<file path="src/rtl/stage_sequencer.sv">
// Stage sequencer for the multi-cycle processor: steps each instruction through
// stages 1..NUM_STAGES under run/step/stall control, with decoder-requested halt.
module stage_sequencer #(
    parameter int NUM_STAGES = 5,
    parameter int CNT_W      = 16
) (
    input  logic             Clock,
    input  logic             Reset,
    input  logic             Run,
    input  logic             Step,
    input  logic             Stall,
    input  logic             Halt_Req,
    output logic [2:0]       Stage,
    output logic             Busy,
    output logic             Halted,
    output logic             InstrDone,
    output logic [CNT_W-1:0] InstrCount,
    output logic [CNT_W-1:0] CycleCount
);

    localparam logic [2:0] LAST = 3'(NUM_STAGES);

    typedef enum logic [1:0] {
        IDLE   = 2'd0,
        ACTIVE = 2'd1,
        HALTED = 2'd2
    } state_t;

    state_t state;
    logic   single;
    logic   halt_pending;
    logic   halt_now;

    // With NUM_STAGES=2 the halt request arrives on the retiring edge itself.
    always_comb begin
        halt_now = halt_pending || (Stage == 3'd2 && Halt_Req);
    end

    // NOTE: every register here uses non-blocking assignments so that all
    // next-state decisions read the pre-edge values of Stage/Busy/state.
    always_ff @(posedge Clock or posedge Reset) begin
        if (Reset) begin
            state        <= IDLE;
            Stage        <= 3'd0;
            Busy         <= 1'b0;
            Halted       <= 1'b0;
            InstrDone    <= 1'b0;
            InstrCount   <= '0;
            CycleCount   <= '0;
            single       <= 1'b0;
            halt_pending <= 1'b0;
        end else begin
            InstrDone <= 1'b0;

            if (Busy && CycleCount != '1) begin
                CycleCount <= CycleCount + CNT_W'(1);
            end

            case (state)
                IDLE: begin
                    if (Run || Step) begin
                        state        <= ACTIVE;
                        Stage        <= 3'd1;
                        Busy         <= 1'b1;
                        single       <= !Run;
                        halt_pending <= 1'b0;
                    end
                end

                ACTIVE: begin
                    if (Stage == 3'd0 || Stage > LAST) begin
                        state        <= IDLE;
                        Stage        <= 3'd0;
                        Busy         <= 1'b0;
                        halt_pending <= 1'b0;
                    end else if (!Stall) begin
                        if (Stage == 3'd2 && Halt_Req) begin
                            halt_pending <= 1'b1;
                        end
                        if (Stage < LAST) begin
                            Stage <= Stage + 3'd1;
                        end else begin
                            InstrDone  <= 1'b1;
                            InstrCount <= InstrCount + CNT_W'(1);
                            if (halt_now) begin
                                state        <= HALTED;
                                Stage        <= 3'd0;
                                Busy         <= 1'b0;
                                Halted       <= 1'b1;
                                halt_pending <= 1'b0;
                            end else if (!single && Run) begin
                                Stage <= 3'd1;
                            end else begin
                                state        <= IDLE;
                                Stage        <= 3'd0;
                                Busy         <= 1'b0;
                                halt_pending <= 1'b0;
                            end
                        end
                    end
                end

                HALTED: begin
                    Stage  <= 3'd0;
                    Busy   <= 1'b0;
                    Halted <= 1'b1;
                end

                default: begin
                    state        <= IDLE;
                    Stage        <= 3'd0;
                    Busy         <= 1'b0;
                    Halted       <= 1'b0;
                    halt_pending <= 1'b0;
                end
            endcase
        end
    end

endmodule

</file>
<file path="config.mk">
export PLATFORM = sky130hd
export DESIGN_NAME = stage_sequencer
export DESIGN_NICKNAME = d
export VERILOG_FILES = /design/src/rtl/stage_sequencer.sv
export SDC_FILE = /design/constraint.sdc
export NUM_CORES = 1
export LEC_CHECK = 0
export CAP_MARGIN = 30
export CORE_UTILIZATION = 29
export DETAILED_ROUTE_END_ITERATION = 7
export GPL_ROUTABILITY_DRIVEN = 0
export SLEW_MARGIN = 20
export SYNTH_ARGS = -nofsm -noshare
export SYNTH_HDL_FRONTEND = slang
export SYNTH_SLANG_ARGS = --single-unit
</file>
<file path="constraint.sdc">
create_clock -name Clock -period 4.2 [get_ports Clock]
set_input_delay 0.42 -clock Clock [delete_from_list [all_inputs] [get_ports Clock]]
set_output_delay 0.42 -clock Clock [all_outputs]
set_load 0.005 [all_outputs]
</file>
# [Yosys cells after proc, flatten, opt, wreduce, memory -nomap -nowiden]
# Cells that the tools add are included.
[word_totals] reg_bits=42 input_bits=6
[classes] add_sub_neg=3 order_cmp=2 eq_ne=12 muxes=38 n_bitwise=5 reduce_logical=17
[ops] cell="adder 16 x 1 -> 16 bit, second input constant" n=2
[ops] cell="two-way mux 1 bit" n=23
[ops] cell="!= test 16 bit, second input constant" n=1
[ops] cell="two-way mux 2 bit" n=6
[ops] cell="two-way mux 3 bit" n=4
[ops] cell="!= test 2 bit, second input constant" n=5
[ops] cell="AND reduction 5 bit" n=2
[ops] cell="AND reduction 4 bit" n=2
[ops] cell="!= test 3 bit, second input constant" n=2
[ops] cell="one-hot mux 1 bit (3 select lines)" n=2
[ops] cell="one-hot mux 2 bit (3 select lines)" n=1
[ops] cell="one-hot mux 3 bit (2 select lines)" n=1
[ops] cell="inverter 1 bit" n=5
[ops] cell="!= test 4 bit, second input constant" n=1
[ops] cell="AND reduction 2 bit" n=2
[ops] cell="adder 3 x 1 -> 3 bit, second input constant" n=1
[ops] cell="equality test 3 x 2 -> 1 bit, second input constant" n=1
[ops] cell="> comparator 3 bit, second input constant" n=1
[ops] cell="logical AND 1 bit" n=3
[ops] cell="logical NOT 3 bit" n=1
[ops] cell="logical OR 1 bit" n=3
[ops] cell="< comparator 3 bit, second input constant" n=1
[ops] cell="AND reduction 3 bit" n=1
[ops] cell="equality test 2 x 1 -> 1 bit, second input constant" n=1
[ops] cell="4 further kinds" n=5

# [Logic depth before layout (Yosys ltp)]
[logic_depth] word_depth=9 mapped_depth=7

# [Worst setup path after synthesis]
# OpenSTA, ideal clock, no wires.
[synth_path] path_kind="register to register" from="register Stage[1]" to="register Busy" setup_ns=0.127 arrival_ns=1.784 setup_slack_ns=2.289 path_stages_with_launch=7 period_less_slack_ns=1.911 path_cell_list="dfrtp_1 inv_1 ha_1 o311a_1 a21oi_2 nand2_1 mux2_1"
[synth_between] elab_chain_cells=8 word_cells_on_any_way=16 classes_between="2 x order compare; 4 x eq/ne; 5 x mux; 5 x reduce/logical"
[synth_rtl] item="start: declaration" line="13" text="output logic [2:0] Stage,"
[synth_rtl] item="start signal: assignment" line="81" text="Stage <= Stage + 3'd1;"
[synth_rtl] item="equality test 3 x 2 -> 1 bit" line="36" text="halt_now = halt_pending || (Stage == 3'd2 && Halt_Req);"
[synth_rtl] item="logical AND 1 bit" line="36"
[synth_rtl] item="logical OR 1 bit" line="36"
[synth_rtl] item="two-way mux 1 bit" line="85" text="if (halt_now) begin"
[synth_rtl] item="two-way mux 1 bit" line="80" text="if (Stage < LAST) begin"
[synth_rtl] item="two-way mux 1 bit" line="76" text="end else if (!Stall) begin"
[synth_rtl] item="two-way mux 1 bit" line="71" text="if (Stage == 3'd0 || Stage > LAST) begin"
[synth_rtl] item="one-hot mux 1 bit (2 select lines)" line="59" text="case (state)"
[synth_rtl] item="end signal: assignment" line="64" text="Busy <= 1'b1;"
[synth_rtl] item="end signal: assignment" line="74" text="Busy <= 1'b0;"
[synth_rtl] item="end signal: assignment" line="88" text="Busy <= 1'b0;"
[synth_rtl] item="end: declaration" line="14" text="output logic Busy,"
# Several ways; a longest one is shown, not always the timed one. The select of a mux whose other input is x is not followed.
# A chain may end at the register's enable or synchronous reset.

# [Worst setup path after layout]
# Ends and elaborated chain as after synthesis.

==> metrics.md <==
| Metric | Value |
|---|---|
| Final Cycle Share | `50.1%` |
| Yosys reg bits | `42` |
| Synth Area in Adders | `5.34%` |
| Tmin final | `2.10 ns` |
| Final setup violation count | `0` |
| Crit path required time | `4.39 ns` |
| Diode count | `0` |
| Mapped Area | `2110 sq um` |
| Post-synth top area cell | `dfrtp_1` |
| Wirelength, routed | `4210 um` |
| Syn_area_per_cell | `11.2 sq um` |
| Crit path max fanout | `9` |
| Worst EP arrival | `2.29 ns` |
| Post-DRT Antenna Nets | `0` |
| NumNets Final | `256` |
| Worst Hold Class | `input port to asynchronous set/reset pin` |
| Post-synth EDFFs | `0` |
| FMAX | `0.476 GHz` |
| Power per cell area | `486 nW/um^2` |
| Root buffer cell | `clkbuf_8` |
| Lkg Pwr | `1.17 nW` |
| Vias | `1,576` |
| Die W | `87.3 um` |
| Setup Buffers After CTS | `0` |
| # clock sinks | `42` |
| Outcome | `finished clean` |
| H-tree levels | `2` |
| DRT Pass-1 Iters | `4` |
| Setup TNS | `0 ns` |
| Largest family of logic cells by synthesized area | `simple AND/OR/NAND/NOR gates` |
| Register area share after synthesis | `49.8%` |
| Ys async rst share | `100%` |
| Hold buffers post-CTS | `0` |
| Syn Inst Count | `188` |
| Tot GR Track Use | `12.3%` |
| CP Launch Type | `flip-flop` |
| Largest net degree at the start of global routing | `20` |
| First-pass GRT wire length | `7140 um` |
| CTS tree | `done` |
| CP endpoint kind | `flip-flop` |
| Worst vdd ir | `0.221 mV` |
| CP max-delay cell | `dfrtp_1` |
| Final hold viol count | `0` |
| Post-synthesis mux area share | `3.74%` |
| PortBufs | `43` |
| Fill cells | `686` |
| Unique masters post-synth | `37` |
| Die area | `7620 sq um` |
| Slew HR | `65.1%` |
| Synth top area cells | `dfrtp_1, xnor2_1, ha_1` |
| Grt ovf | `0` |
| Vias in the first global route | `1,476` |
| Area occupied by multi-input gates | `1020 sq um` |
| Pre-CTS setup slack | `1.97 ns` |
| Initial antenna violation count | `0` |
| Top cell type's share of synthesized area | `49.8%` |
| CTS clk-pin slew, worst paths | `0.09 ns` |
| WL/cell | `12.4 um` |
| RSZ-0062 raised after global routing | `no` |
| Core area | `6910 sq um` |
| Initial core utilization | `30.5%` |
| Row count | `30` |
| Xor-xnor portion of the synthesized cell area | `11.2%` |
| Synth-to-Final Area Change | `32.4%` |
| Clock Path Buffers | `2` |
| Post_cts resized | `0` |
| Worst Setup Slack, final | `2.10 ns` |
| Insertion delay to the later sink of the worst-skew pair | `0.30 ns` |
| Worst-path cell chain | `inv_1 > ha_1 > o311a_1 > a21oi_2 > nand2_1 > mux2_1` |
| Max cap viols | `0` |
| # placed instances | `330` |
| Register Area | `1050 sq um` |
| Worst path max stage delay | `0.49 ns` |
| Synth Area in Compound Gates | `8.42%` |
| Total CTS buffers | `5` |
| Ys flop type | `dfrtp_1` |
| Warnings, synthesis | `0` |
| Crit Path Category | `flip-flop to flip-flop` |
| Layout cell share with drive strength beyond 1 | `9.09%` |
| Worst Clk Skew | `0.00621 ns` |
| Count leader, synth | `dfrtp_1` |
| Vias per inst | `4.66` |
| I/O pin total | `44` |
| Number of remaining DRC errors | `0` |
| Slew of the pin with the lowest slew margin | `0.522 ns` |
| Initial DRC count | `57` |
| Die span in y | `87.3 um` |
| Count of pins over their slew limit | `0` |
| Synth Area in Simple Gates | `19.7%` |
| Detailed placement HPWL | `3120 um` |
| Final cell count without fillers | `338` |
| Most frequent cells after synthesis | `dfrtp_1, xnor2_1, nand3_1, nand2_1, a21oi_1` |
| Synthesized net count | `203` |
## kinds of logic after synthesis
kind of cell | after synthesis
AO/OA/AOI/OAI | 26
XOR/XNOR | 27
adder cells (fa/ha/maj) | 9
buffers and inverters | 10
flip-flops | 42
multiplexers | 7
AND/OR/NAND/NOR | 67
## through the flow
step / utilization, % / cell area (sq um) / power, mW / hold WS, ns
2_1_floorplan: - / 2110 / 0.890 / 0.468
3_3_place_gp: 38.7 / 2680 / 1.09 / 0.470
3_5_place_dp: 39.1 / 2700 / 1.10 / 0.475
4_1_cts: 40.4 / 2790 / 1.38 / 0.437
5_1_grt: 40.4 / 2790 / 1.47 / 0.466
6_report: 40.4 / 2790 / 1.36 / 0.428
## per-layer routing
layer	routed length (um)	up-vias	part of all wire [%]	global-route usage (%)
met3	205	6	4.9	4.08
met2	1920	35	46	19.6
li1	-	774	-	-
met5	0	-	0	0
met1	2030	761	48	15.8
met4	53	0	1.3	4.02
## cells in the final DEF, fill, tap and decap left out, types with 2 or more instances in the layout
| cell type | netlist | routed |
|---|---|---|
| dfrtp_1 | 42 | 42 |
| buf_4 | 0 | 2 |
| nor2_1 | 7 | 7 |
| nor3_4 | 2 | 2 |
| nand4_1 | 8 | 8 |
| xnor2_1 | 22 | 22 |
| clkbuf_8 | 0 | 5 |
| a21oi_1 | 10 | 10 |
| o21ai_1 | 3 | 3 |
| xor2_1 | 5 | 5 |
| and4_1 | 5 | 5 |
| nand3_1 | 16 | 16 |
| o21ai_0 | 4 | 4 |
| inv_1 | 9 | 9 |
| clkdlybuf4s50_1 | 0 | 43 |
| nand2_1 | 13 | 13 |
| mux2_1 | 6 | 6 |
| and3_1 | 5 | 5 |
| ha_1 | 9 | 9 |
| nor3b_1 | 2 | 2 |
## power by group
part           switching, mW  internal [mW]  total [mW]
registers              0.104          0.481       0.585
clock network          0.151          0.117       0.268
logic                  0.240          0.265       0.505
total                  0.495          0.863        1.36
## worst max-delay path, delay by kind of cell, from the launching register on
| family | cells | cell delay (ns) |
|---|---|---|
| multiplexers | 1 | 0.32 |
| buffers and inverters | 1 | 0.11 |
| AND/OR/NAND/NOR | 1 | 0.12 |
| flip-flops | 1 | 0.49 |
| AO/OA/AOI/OAI | 2 | 0.71 |
| adder cells (fa/ha/maj) | 1 | 0.25 |
## worst paths after layout
path	startpoint	to	slack, ns	cells after the start
worst max-delay path	Stage[1]$_DFFE_PP0P_	Busy$_DFFE_PP0P_	2.10	6
worst min-delay path	Reset	CycleCount[15]$_DFFE_PP0P_	0.43	2
worst max register to register	Stage[1]$_DFFE_PP0P_	Busy$_DFFE_PP0P_	2.10	6
worst min register to register	InstrCount[15]$_DFFE_PP0P_	InstrCount[15]$_DFFE_PP0P_	0.49	1
max in group asynchronous	Reset	Stage[1]$_DFFE_PP0P_	3.13	4
min in group Clock	InstrCount[15]$_DFFE_PP0P_	InstrCount[15]$_DFFE_PP0P_	0.49	1
## state kept, by name, summed over array words and instances (netlist names)
name and count:
CycleCount 16, InstrCount 16, Stage 3, state 2, Busy 1, Halted 1, InstrDone 1, halt_pending 1
single 1
## cell type report
class / count / share of cell area, %
Sequential cell: 42 / 37.6
Multi-Input combinational cell: 136 / 36.6
Timing Repair Buffer: 46 / 16.9
Tap cell: 96 / 4.30
Clock buffer: 5 / 2.46
Inverter: 10 / 1.34
Clock inverter: 3 / 0.762
Note: power is estimated with default switching activity, not from simulation.
